===== config.mk =====
export PLATFORM = sky130hd
export DESIGN_NAME = fp_sgnj_issue
export DESIGN_NICKNAME = d
export VERILOG_FILES = /design/src/rtl/fp_sgnj_issue.sv
export SDC_FILE = /design/constraint.sdc
export NUM_CORES = 1
export LEC_CHECK = 0
export ABC_AREA = 1
export CELL_PAD_IN_SITES_DETAIL_PLACEMENT = 2
export CELL_PAD_IN_SITES_GLOBAL_PLACEMENT = 2
export CORE_MARGIN = 2
export CORE_UTILIZATION = 31
export DETAILED_ROUTE_END_ITERATION = 10
export GPL_TIMING_DRIVEN = 0
export HOLD_SLACK_MARGIN = 0.08
export PLACE_DENSITY = 0.84
export SLEW_MARGIN = 10
export SYNTH_ARGS = -nofsm -noshare
export SYNTH_HDL_FRONTEND = slang
export SYNTH_SLANG_ARGS = --single-unit

===== constraint.sdc =====
create_clock -name clk -period 2.45 [get_ports clk]
set_input_delay 0.735 -clock clk [delete_from_list [all_inputs] [get_ports clk]]
set_output_delay 0.735 -clock clk [all_outputs]
set_load 0.01 [all_outputs]

===== src/rtl/fp_sgnj_issue.sv =====
// Issue stage for FSGNJ/FSGNJN/FSGNJX: decodes funct3, NaN-unboxes S operands, 2-entry queue.
// Optional FPU_NANBOX_CHECK_EN enables the upper-half NaN-box check with canonical-NaN substitution.
module fp_sgnj_issue #(
  parameter int unsigned BUS_WIDTH = 64,
  parameter int unsigned TAG_W     = 5
) (
  input  logic                 clk,
  input  logic                 rst_n,
  input  logic                 flush,
  input  logic                 in_valid,
  output logic                 in_ready,
  input  logic [2:0]           in_funct3,
  input  logic                 in_fmt,
  input  logic [BUS_WIDTH-1:0] in_rs1,
  input  logic [BUS_WIDTH-1:0] in_rs2,
  input  logic [TAG_W-1:0]     in_rd,
  output logic                 out_valid,
  input  logic                 out_ready,
  output logic [1:0]           out_op,
  output logic                 out_fmt,
  output logic [BUS_WIDTH-1:0] out_in1,
  output logic [BUS_WIDTH-1:0] out_in2,
  output logic [TAG_W-1:0]     out_rd,
  output logic                 out_illegal
);

  typedef struct packed {
    logic [1:0]           op;
    logic                 fmt;
    logic [BUS_WIDTH-1:0] in1;
    logic [BUS_WIDTH-1:0] in2;
    logic [TAG_W-1:0]     rd;
    logic                 illegal;
  } entry_t;

  entry_t     mem_q [2];
  entry_t     new_entry;
  logic       wr_ptr_q, wr_ptr_d;
  logic       rd_ptr_q, rd_ptr_d;
  logic [1:0] count_q, count_d;
  logic       push, pop;

  // Single-precision operand as held in a 64-bit FP register.
  function automatic logic [BUS_WIDTH-1:0] prep_s(input logic [BUS_WIDTH-1:0] x);
    logic [BUS_WIDTH-1:0] r;
    r = '0;
`ifdef FPU_NANBOX_CHECK_EN
    r[31:0] = (x[63:32] == 32'hFFFF_FFFF) ? x[31:0] : 32'h7fc0_0000;
`else
    r[31:0] = x[31:0];
`endif
    return r;
  endfunction

  always_comb begin
    new_entry         = '0;
    new_entry.fmt     = in_fmt;
    new_entry.rd      = in_rd;
    if (in_funct3 == 3'b000 || in_funct3 == 3'b001 || in_funct3 == 3'b010) begin
      new_entry.op  = in_funct3[1:0];
      new_entry.in1 = in_fmt ? in_rs1 : prep_s(in_rs1);
      new_entry.in2 = in_fmt ? in_rs2 : prep_s(in_rs2);
    end else begin
      // Reserved encodings still travel down the pipe so the trap is raised in order.
      new_entry.op      = 2'd3;
      new_entry.illegal = 1'b1;
    end
  end

  assign in_ready  = (count_q != 2'd2);
  assign out_valid = (count_q != 2'd0);
  assign push      = in_valid & in_ready;
  assign pop       = out_valid & out_ready;

  always_comb begin
    wr_ptr_d = wr_ptr_q;
    rd_ptr_d = rd_ptr_q;
    count_d  = count_q;
    if (flush) begin
      wr_ptr_d = 1'b0;
      rd_ptr_d = 1'b0;
      count_d  = 2'd0;
    end else begin
      if (push) wr_ptr_d = ~wr_ptr_q;
      if (pop)  rd_ptr_d = ~rd_ptr_q;
      unique case ({push, pop})
        2'b10:   count_d = count_q + 2'd1;
        2'b01:   count_d = count_q - 2'd1;
        default: count_d = count_q;
      endcase
    end
  end

  always_ff @(posedge clk or negedge rst_n) begin
    if (!rst_n) begin
      wr_ptr_q <= 1'b0;
      rd_ptr_q <= 1'b0;
      count_q  <= 2'd0;
      mem_q[0] <= '0;
      mem_q[1] <= '0;
    end else begin
      wr_ptr_q <= wr_ptr_d;
      rd_ptr_q <= rd_ptr_d;
      count_q  <= count_d;
      if (push && !flush) mem_q[wr_ptr_q] <= new_entry;
    end
  end

  assign out_op      = mem_q[rd_ptr_q].op;
  assign out_fmt     = mem_q[rd_ptr_q].fmt;
  assign out_in1     = mem_q[rd_ptr_q].in1;
  assign out_in2     = mem_q[rd_ptr_q].in2;
  assign out_rd      = mem_q[rd_ptr_q].rd;
  assign out_illegal = mem_q[rd_ptr_q].illegal;

endmodule


==> results of run 1 <==
## through the flow
| step | setup TNS [ps] | setup WS (ps) |
|---|---|---|
| final | -12900 | -234.0 |
| after floorplan | 0 | 478.0 |
| after global routing | -20190 | -302.5 |
| after global placement | -3462140 | -11830 |
| after CTS | -29810 | -400.1 |
| after detailed placement | -195240 | -966.6 |
## report_power, final
group | leakage, nW | internal, mW | total, mW | switching [mW]
registers | 3.70 | 6.10 | 7.28 | 1.19
clock network | 0.543 | 3.06 | 5.10 | 2.04
logic | 5.39 | 3.70 | 8.15 | 4.45
total | 9.64 | 12.9 | 20.5 | 7.67
## cell families (layout without fill, tap and decap cells)
kind of cell | Yosys count | in the layout | share of synthesized area
other cells | 0 | 4 | 0
flops | 278 | 278 | 0.5601
buf+inv | 122 | 515 | 0.05490
simple gates | 836 | 836 | 0.2554
compound gates | 279 | 279 | 0.1296
## critical path, stage by stage (launching register included)
cell,delay [ps]
dfrtp_2,490
clkbuf_16,200
buf_12,130
buf_6,110
buf_12,130
buf_4,130
nand2_2,60
nand2_2,60
buf_6,120
## cell type report
class                           count  area share
Tap cell                          525     0.03443
Multi-Input combinational cell   1115      0.2985
Clock buffer                       51     0.05325
Clock inverter                      6    0.004393
Sequential cell                   278      0.3647
Timing Repair Buffer              341      0.1898
Buffer                             97     0.05023
Antenna cell                        4   0.0005246
Inverter                           20    0.004197
## sequential cells by signal, summed over array words and instances, names as in the netlist
register,cells
rd_ptr_q,1
wr_ptr_q,1
count_q,2
mem_q,274
## layout by cell type (no fill, tap or decap), types with 2 or more instances in the layout
cell,n
nor2_1,4
diode_2,4
clkbuf_1,28
nand2_1,635
inv_2,2
buf_12,17
dfrtp_1,277
nand2_4,88
clkbuf_16,51
buf_2,38
o21ai_1,117
inv_1,17
nand2_2,104
buf_4,23
nand3_1,3
bufinv_16,2
buf_6,115
buf_8,12
o21ai_0,104
buf_16,3
clkinv_2,3
clkbuf_2,30
dlymetal6s2s_1,21
clkbuf_8,8
clkdlybuf4s50_1,143
o21ai_2,56
## layer usage
layer  global-route usage  share of wire  up-vias
met5                    0        0.00038        -
met4              0.06548          0.036        4
met3              0.04512          0.040      114
met2               0.4423           0.52      330
met1               0.3094           0.41     6502
li1                     -              -     5523
## how the worst max path moves through the flow
| stage | cells after the start | endpoint |
|---|---|---|
| floorplan | 5 | out_in1[10] |
| global placement | 1 | mem_q[186] |
| detailed placement | 6 | out_in1[37] |
| CTS | 5 | out_in1[38] |
| global route | 5 | out_in1[32] |
| finish | 8 | out_in1[13] |
## timing repair
| action | in CTS | in global routing |
|---|---|---|
| gates resized for setup | 307 | 652 |
| pin swaps | 0 | 54 |
| endpoints found under the setup margin | 173 | 265 |
| buffers inserted | 3 | 42 |
| cloned | 0 | 14 |
==> results.py, run 1 <==
metrics = {
    "floorplan": {
        "placementRows": 73,
        "start_util": 0.3133,
        "core_region_area_mm2": 0.03964,
        "pin_count": 281,
        "die_h_um": 204.2,
        "die-area_mm2": 0.04168,
        "die_x_um": 204.2,
    },
    "worst_setup_path": {
        "crit_start": "rd_ptr_q",
        "worstReg2RegEnd": "mem_q[224]",
        "worst-setup-path-type": "reg -> out",
        "cp-end-kind": "output pin",
        "start_kind": "flip-flop",
        "worst-path-max-fanout": 10,
        "crit_arrival_ps": 1950,
        "required_ps": 1710,
        "r2r_cells": 7,
        "r2r_setup_slack_ps": 390,
        "r2r-start": "count_q[0]",
    },
    "synthesis": {
        "synth_edf_count": 0,
        "synth_ff_type": "dfrtp_1",
        "synthTopCellsByCount": "nand2_1 (825), dfrtp_1 (278), o21ai_1 (115)",
        "netlist.area_leader.share": 0.5601,
        "synth_top_cells_by_area": "dfrtp_1 (56%), nand2_1 (25%), o21ai_1 (4.6%), o21ai_0 (4.3%), o21ai_2 (3.9%)",
        "ys_types": 20,
        "ys_seq_area_frac": 0.5601,
        "syn_nets": 1657,
        "synth-warning-count": 0,
        "avgSynthCellArea_um2": 8.198,
        "netlist_area_mm2": 0.01242,
        "syn_inst": 1515,
        "synth_top_cell_by_area": "dfrtp_1",
        "synthArstFlopShare": 1.000,
        "ys_ff_latch": 278,
        "yosysMostFrequentCell": "nand2_1",
    },
    "placed_design": {
        "port_buffers": 280,
        "hpwl_mm": 36.25,
        "dp_cells": 2322,
        "dpl-instance-area_mm2": 0.01594,
        "gp_routability_congestion": 0.7767,
    },
    "pwr": {
        "power_mw": 20.54,
        "powerDensity_mw_per_mm2": 1076,
        "leakage_nw": 9.636,
        "max-vdd-ir-drop_v": 0.0005682,
    },
    "detailed_routing": {
        "ant_nets": 0,
        "drt_wl_total_mm": 60.14,
        "drt_iter0_drc": 551,
        "drc_errors": 0,
        "drt-vias-per-instance": 5.118,
        "avgRoutedWirePerCell_um": 24.68,
        "dr.pass1.iters": 4,
        "via_count": 12473,
    },
    "sta": {
        "hold_ws_ps": 230.0,
        "rsz0062_at_grt": "yes",
        "hold_viol": 0,
        "setup_ws_ps": -234.0,
        "drv_slew": 0,
        "fin_crit_sh": 1.096,
        "fin_skew_ps": 14.40,
        "slew_headroom": 0.4429,
        "finalCriticalPeriod_ps": 2684,
        "tightest_slew_ps": 835.7,
        "fmax_ghz": 0.3726,
        "finalSetupViolations": 132,
    },
    "cells_and_area": {
        "finalNetCount": 2029,
        "multi_input_area_mm2": 0.005695,
        "fill_cells": 4200,
        "fin_area_mm2": 0.01908,
        "drive_gt1_frac": 0.2919,
        "stdcell_count": 2437,
        "seq_area_mm2": 0.006958,
        "post-route-util": 0.4813,
        "synthToLayoutAreaGrowth_pct": 53.62,
    },
    "outcome": {
        "violations": "setup timing",
        "outcome": "complete, but fails checks",
    },
    "clocking": {
        "root_buffer": "clkbuf_16",
        "tritoncts": "done",
        "htreeDepth": 2,
        "clock-sinks": 278,
        "clk_path_buf_depth": 3,
        "clk_pin_slew_ps": 50,
        "hold_buffers": 0,
        "cts_inserted_buffers": 34,
        "clk-insertion-delay-late_ps": 520,
    },
    "job": {
        "cap_viol_max_count": 0,
    },
    "grt": {
        "antenna_found_initial": 7,
        "grtUsageTotal": 0.2486,
        "grt_pass1_wl_mm": 79.12,
        "grt_pass1_vias": 13442,
        "grt_overflow_total": 0,
        "grt_max_degree": 107,
    },
    "hold_path": {
        "min_path_type": "in -> async",
    },
}
(Power assumes the default switching activity.)
==> run 2: changes to the inputs <==
--- a/config.mk
+++ b/config.mk
@@ -13,7 +13,7 @@
 export DETAILED_ROUTE_END_ITERATION = 10
 export GPL_TIMING_DRIVEN = 0
 export HOLD_SLACK_MARGIN = 0.08
-export PLACE_DENSITY = 0.84
+export PLACE_DENSITY_LB_ADDON = 0.1
 export SLEW_MARGIN = 10
 export SYNTH_ARGS = -nofsm -noshare
 export SYNTH_HDL_FRONTEND = slang
==> run 2 against run 1 <==
The run still ends with setup timing left. Global-route usage is 1.1 points higher. Sequential power hardly changed. Clock power hardly changed. Power is 0.74% lower. Critical path depth is 2 lower. Worst setup slack better by 75 ps. First-iteration DRC count is 25% lower. Die area stayed put. Sequential share of layout area is 0.16 points lower. Critical path type unchanged. Highest routed layer unchanged.
==> results.py, run 2 (synthesis gave the netlist of run 1 again) <==
metrics = {
    "sta": {
        "fmax_ghz": 0.3833,
        "rsz0062_at_grt": "yes",
        "tightest_slew_ps": 924.4,
        "fin_skew_ps": 18.62,
        "drv_slew": 0,
        "fin_crit_sh": 1.065,
        "finalSetupViolations": 119,
        "hold_viol": 0,
        "finalCriticalPeriod_ps": 2609,
        "slew_headroom": 0.3838,
        "setup_ws_ps": -159.2,
    },
    "detailed_routing": {
        "drt_iter0_drc": 411,
        "wl_met3_mm": 2.515,
        "top_layer_used": "met5",
        "drt-vias-per-instance": 4.996,
        "avgRoutedWirePerCell_um": 22.59,
        "drt_wl_total_mm": 54.56,
        "ant_nets": 0,
        "dr.pass1.iters": 4,
        "wl_met1_mm": 23.00,
        "via_count": 12066,
        "wl_met2_mm": 27.41,
        "drc_errors": 0,
    },
    "grt": {
        "grt_pass1_wl_mm": 81.84,
        "grt_pass1_vias": 13538,
        "grt_max_degree": 103,
        "grtUsageTotal": 0.2593,
        "antenna_found_initial": 9,
        "grt_overflow_total": 0,
    },
    "hold_path": {
        "min_path_type": "in -> async",
    },
    "worst_setup_path": {
        "worst-setup-path-type": "reg -> out",
        "r2r-start": "count_q[0]",
        "r2r_setup_slack_ps": 350,
        "required_ps": 1710,
        "r2r_cells": 6,
        "start_kind": "flip-flop",
        "crit_arrival_ps": 1870,
        "cp-end-kind": "output pin",
        "worst-path-max-fanout": 7,
        "worstReg2RegEnd": "mem_q[103]",
    },
    "clocking": {
        "hold_buffers": 0,
        "clk_pin_slew_ps": 60,
        "cts_inserted_buffers": 34,
        "clk-insertion-delay-late_ps": 520,
        "tritoncts": "done",
        "root_buffer": "clkbuf_16",
        "clock-sinks": 278,
        "clk_path_buf_depth": 3,
        "htreeDepth": 2,
    },
    "outcome": {
        "outcome": "complete, but fails checks",
        "violations": "setup timing",
    },
    "floorplan": {
        "placementRows": 73,
        "die_h_um": 204.2,
        "start_util": 0.3133,
        "die_x_um": 204.2,
        "pin_count": 281,
        "core_region_area_mm2": 0.03964,
        "die-area_mm2": 0.04168,
    },
    "cells_and_area": {
        "fin_area_mm2": 0.01917,
        "drive_gt1_frac": 0.3181,
        "synthToLayoutAreaGrowth_pct": 54.35,
        "registers.top_by_ff_count": "mem_q",
        "finalNetCount": 2004,
        "final_common_cell": "nand2_1",
        "largest_register_ffs": 274,
        "mostFrequentLayoutCells": "nand2_1 (596), dfrtp_1 (277), clkdlybuf4s50_1 (142)",
        "stdcell_count": 2415,
        "reg.largest.list": "mem_q (274), count_q (2)",
        "post-route-util": 0.4836,
    },
    "pwr": {
        "powerDensity_mw_per_mm2": 1063,
        "leakage_nw": 9.524,
        "p_switching_mw": 7.533,
        "comb_power_share": 0.391,
        "max-vdd-ir-drop_v": 0.0004604,
        "p_int_mw": 12.85,
        "swShare": 0.3695,
        "power_frac_clock": 0.251,
        "p_seq_frac": 0.358,
    },
    "placed_design": {
        "gp_routability_congestion": 0.7553,
        "dp_cells": 2322,
        "port_buffers": 280,
        "hpwl_mm": 35.63,
        "dpl-instance-area_mm2": 0.01594,
    },
    "job": {
        "cap_viol_max_count": 0,
    },
}
## run 2: metal layers
layer  up-vias  GRT usage
li1       5497          -
met5         -          0
met4        14    0.07531
met1      6192     0.3273
met3       101    0.04847
met2       262     0.4513
## run 2: cell type report
cell class              instances  area (µm²)
diodes                          4       10.01
plain buffers                 100        1061
clock buffers                  49        1051
clock inverters                11       82.58
fillers                      4230       20470
inverters                      20       82.58
multi-input cells            1115        5992
flip-flops and latches        278        6960
well taps                     525       656.9
repair buffers                312        3266
repair inverters                1       8.758
## run 2: critical path, stage by stage, from the launching register on
cell       delay, ps
dfrtp_4          590
clkbuf_16        210
buf_12           140
clkbuf_16        170
nand2_4           70
nand2_4           60
buf_6            120
## run 2: power groups by stage
stage	sequential [mW]	combinational (mW)	clock [mW]
CTS	7.09	7.03	5.22
detailed placement	6.99	6.27	0
finish	7.30	7.97	5.12
global route	7.48	8.67	5.42
global placement	6.91	6.05	0
floorplan	6.74	3.20	0
## run 2: through the flow
stage	worst slack (ps)	hold WS [ps]	TNS (ps)	total power, mW
floorplan	478.0	439.4	0	9.943
global placement	-12220	464.6	-3589910	12.96
detailed placement	-1077	472.4	-221950	13.25
CTS	-221.2	244.6	-20280	19.33
global route	-198.7	262.0	-17580	21.57
finish	-159.2	214.8	-10180	20.39
## run 2: worst max-delay path by stage
stage                        endpoint  slack, ps  depth (start not counted)  startpoint
after global placement     mem_q[185]     -12220                          1       rst_n
final                     out_in2[45]       -160                          6    rd_ptr_q
after detailed placement  out_in1[56]      -1080                          6    rd_ptr_q
after global routing      out_in2[47]       -200                          6    rd_ptr_q
after CTS                 out_in1[56]       -220                          6    rd_ptr_q
after floorplan           out_in1[10]        480                          5    rd_ptr_q
## run 2: repair_timing
action / 4_1_cts / 5_1_grt
pin swaps: 47 / 40
setup endpoints to repair: 224 / 278
gates resized for setup: 832 / 332
cloned: 9 / 6
setup buffers: 14 / 3
==> run 3: changes to the inputs <==
--- a/config.mk
+++ b/config.mk
@@ -5,11 +5,10 @@
 export SDC_FILE = /design/constraint.sdc
 export NUM_CORES = 1
 export LEC_CHECK = 0
-export ABC_AREA = 1
 export CELL_PAD_IN_SITES_DETAIL_PLACEMENT = 2
 export CELL_PAD_IN_SITES_GLOBAL_PLACEMENT = 2
 export CORE_MARGIN = 2
-export CORE_UTILIZATION = 31
+export CORE_UTILIZATION = 35
 export DETAILED_ROUTE_END_ITERATION = 10
 export GPL_TIMING_DRIVEN = 0
 export HOLD_SLACK_MARGIN = 0.08
==> run 3 against run 2 <==
The run still ends with setup timing left. Power shrank 29%. Global-route usage shrank 4.8 points. Via count shrank 27%. Synthesized cell count shrank 40%. Worst setup slack lost 30 ps. Register-to-register slack gained 170 ps. Highest routed layer unchanged.
==> results.py, run 3 <==
metrics = {
    "outcome": {
        "outcome": "complete, but fails checks",
        "violations": "setup timing",
    },
    "job": {
        "cap_viol_max_count": 0,
    },
    "clocking": {
        "cts_inserted_buffers": 35,
        "clk_path_buf_depth": 3,
        "root_buffer": "clkbuf_16",
        "tritoncts": "done",
        "clk-insertion-delay-late_ps": 530,
        "clk_pin_slew_ps": 60,
        "clock-sinks": 278,
        "htreeDepth": 2,
    },
    "placed_design": {
        "dpl-instance-area_mm2": 0.01739,
        "dp_cells": 1710,
        "pre_cts_ws_ps": -697.3,
        "gp_routability_congestion": 0.7233,
        "port_buffers": 279,
        "hpwl_mm": 28.62,
    },
    "grt": {
        "grt_pass1_wl_mm": 66.21,
        "grt_pass1_vias": 10282,
        "grtUsageTotal": 0.2117,
        "grt_max_degree": 89,
        "antenna_found_initial": 1,
        "grt_overflow_total": 0,
    },
    "detailed_routing": {
        "ant_nets": 0,
        "via_count": 8847,
        "dr.pass1.iters": 4,
        "drt-vias-per-instance": 4.896,
        "drc_errors": 0,
        "drt_wl_total_mm": 44.61,
        "drt_iter0_drc": 278,
        "avgRoutedWirePerCell_um": 24.68,
    },
    "pwr": {
        "power_frac_clock": 0.355,
        "p_int_mw": 10.60,
        "p_switching_mw": 3.814,
        "leakage_nw": 9.439,
        "power_mw": 14.42,
        "powerDensity_mw_per_mm2": 725.2,
        "max-vdd-ir-drop_v": 0.0005565,
        "comb_power_share": 0.254,
        "p_seq_frac": 0.390,
        "swShare": 0.2646,
    },
    "cells_and_area": {
        "reg.largest.list": "mem_q (274), count_q (2)",
        "synthToLayoutAreaGrowth_pct": 43.35,
        "post-route-util": 0.5107,
        "mostFrequentLayoutCells": "dfrtp_1 (276), mux2_4 (272), clkdlybuf4s50_1 (139)",
        "finalNetCount": 1408,
        "largest_register_ffs": 274,
        "final_common_cell": "dfrtp_1",
        "registers.top_by_ff_count": "mem_q",
        "fin_area_mm2": 0.01988,
        "n_antenna_cell": 0,
        "stdcell_count": 1807,
        "drive_gt1_frac": 0.5384,
        "fill_cells": 3619,
    },
    "synthesis": {
        "synthTopCellsByCount": "dfrtp_1 (278), mux2_2 (256), mux2_4 (149)",
        "ys_types": 28,
        "syn_inst": 910,
        "netlist.area_leader.share": 0.5017,
        "yosysMostFrequentCell": "dfrtp_1",
        "netlist_area_mm2": 0.01387,
        "synth_top_cells_by_area": "dfrtp_1 (50%), mux2_2 (21%), mux2_4 (16%), buf_12 (4.0%), and2_1 (2.9%)",
        "synth_edf_count": 0,
        "ys_ff_latch": 278,
        "synth-warning-count": 0,
        "synth_top_cell_by_area": "dfrtp_1",
        "syn_nets": 1052,
        "synth_ff_type": "dfrtp_1",
        "synthArstFlopShare": 1.000,
        "avgSynthCellArea_um2": 15.24,
        "ys_seq_area_frac": 0.5017,
    },
    "sta": {
        "finalCriticalPeriod_ps": 2639,
        "fin_skew_ps": 9.503,
        "hold_viol": 0,
        "fin_crit_sh": 1.077,
        "rsz0062_at_grt": "yes",
        "tightest_slew_ps": 772.6,
        "setup_ws_ps": -188.7,
        "finalSetupTns_ps": -18790,
        "slew_headroom": 0.4850,
        "finalSetupViolations": 135,
        "drv_slew": 0,
        "fmax_ghz": 0.3790,
        "hold_ws_ps": 114.3,
    },
    "hold_path": {
        "min_path_type": "in -> async",
    },
    "floorplan": {
        "die_x_um": 203.0,
        "start_util": 0.3563,
        "die_h_um": 203.0,
        "core_region_area_mm2": 0.03892,
        "placementRows": 72,
        "pin_count": 281,
        "die-area_mm2": 0.04123,
    },
    "worst_setup_path": {
        "worst-setup-path-type": "reg -> out",
        "start_kind": "flip-flop",
        "worst-path-max-fanout": 5,
        "crit_chain": "buf_8 -> buf_12 -> clkbuf_16 -> mux2_4 -> buf_6",
        "cpMaxStageDelayCell": "dfrtp_2",
        "crit_arrival_ps": 1900,
        "cp-end-kind": "output pin",
        "required_ps": 1710,
        "critPathMaxStageDelay_ps": 470,
    },
}
run 3: cell count changes after synthesis, sizes merged, moves of 4 or more:
cell,change
mux2,+408
inv,-16
nand2,-826
o21ai,-274
and3,+64
clkbuf,-28
and2,+64
or2,+4
buf,-8
run 3: worst paths after layout:
check	start	to	slack (ps)	cells after the start
min	rst_n	mem_q[28]	110	1
max	rd_ptr_q	out_in1[59]	-190	5
max reg2reg	count_q[1]	mem_q[100]	520	6
min reg2reg	mem_q[161]	mem_q[161]	490	1
max in group asynchronous	rst_n	count_q[0]	1170	3
min in group clk	mem_q[161]	mem_q[161]	490	1
run 3: critical path: cells and delay by family (launching register included):
kind | cells | cell delay, ps
multiplexers | 1 | 300
flip-flops | 1 | 470
buffers and inverters | 4 | 610
run 3: area by class of cell:
| class | count | area [µm²] | area share |
|---|---|---|---|
| clock inverter | 11 | 117.6 | 0.005917 |
| tap | 518 | 648.1 | 0.03261 |
| inverter | 4 | 15.01 | 0.0007554 |
| sequential | 278 | 6959 | 0.3501 |
| buffer | 63 | 908.4 | 0.04570 |
| clock buffer | 49 | 991.0 | 0.04986 |
| timing repair buffer | 322 | 3597 | 0.1810 |
| multi-input combinational | 562 | 6640 | 0.3341 |
run 3: logic make-up after synthesis:
| group | share of synthesized area |
|---|---|
| xor gates and xnor gates | 0.0006318 |
| muxes | 0.3738 |
| and+or+nand+nor | 0.06587 |
| buffers and inverters | 0.05396 |
| AOI/OAI and AO/OA | 0.003970 |
| DFF | 0.5017 |
run 3: per-layer routing:
metal / routed length [µm] / track usage / vias to the layer above
met4: 689 / 0.04484 / 2
li1: - / - / 3951
met3: 2041 / 0.04494 / 46
met5: 16 / 0 / -
met1: 19990 / 0.2832 / 4665
met2: 21860 / 0.3536 / 183
run 3: repair_timing:
item                                    4_1_cts  5_1_grt
cloned                                        5        7
endpoints found under the setup margin      259      227
hold buffers                                  0        0
buffers inserted                             17       11
resized for setup                           694      249
run 3: power by group through the flow:
stage          registers [mW]  logic, mW  clock network [mW]
6_report                 5.63       3.67                5.12
5_1_grt                  5.71       3.90                5.46
4_1_cts                  5.59       3.32                5.29
3_5_place_dp             5.65       3.10                   0
3_3_place_gp             5.63       3.04                   0
2_1_floorplan            5.53       1.77                   0
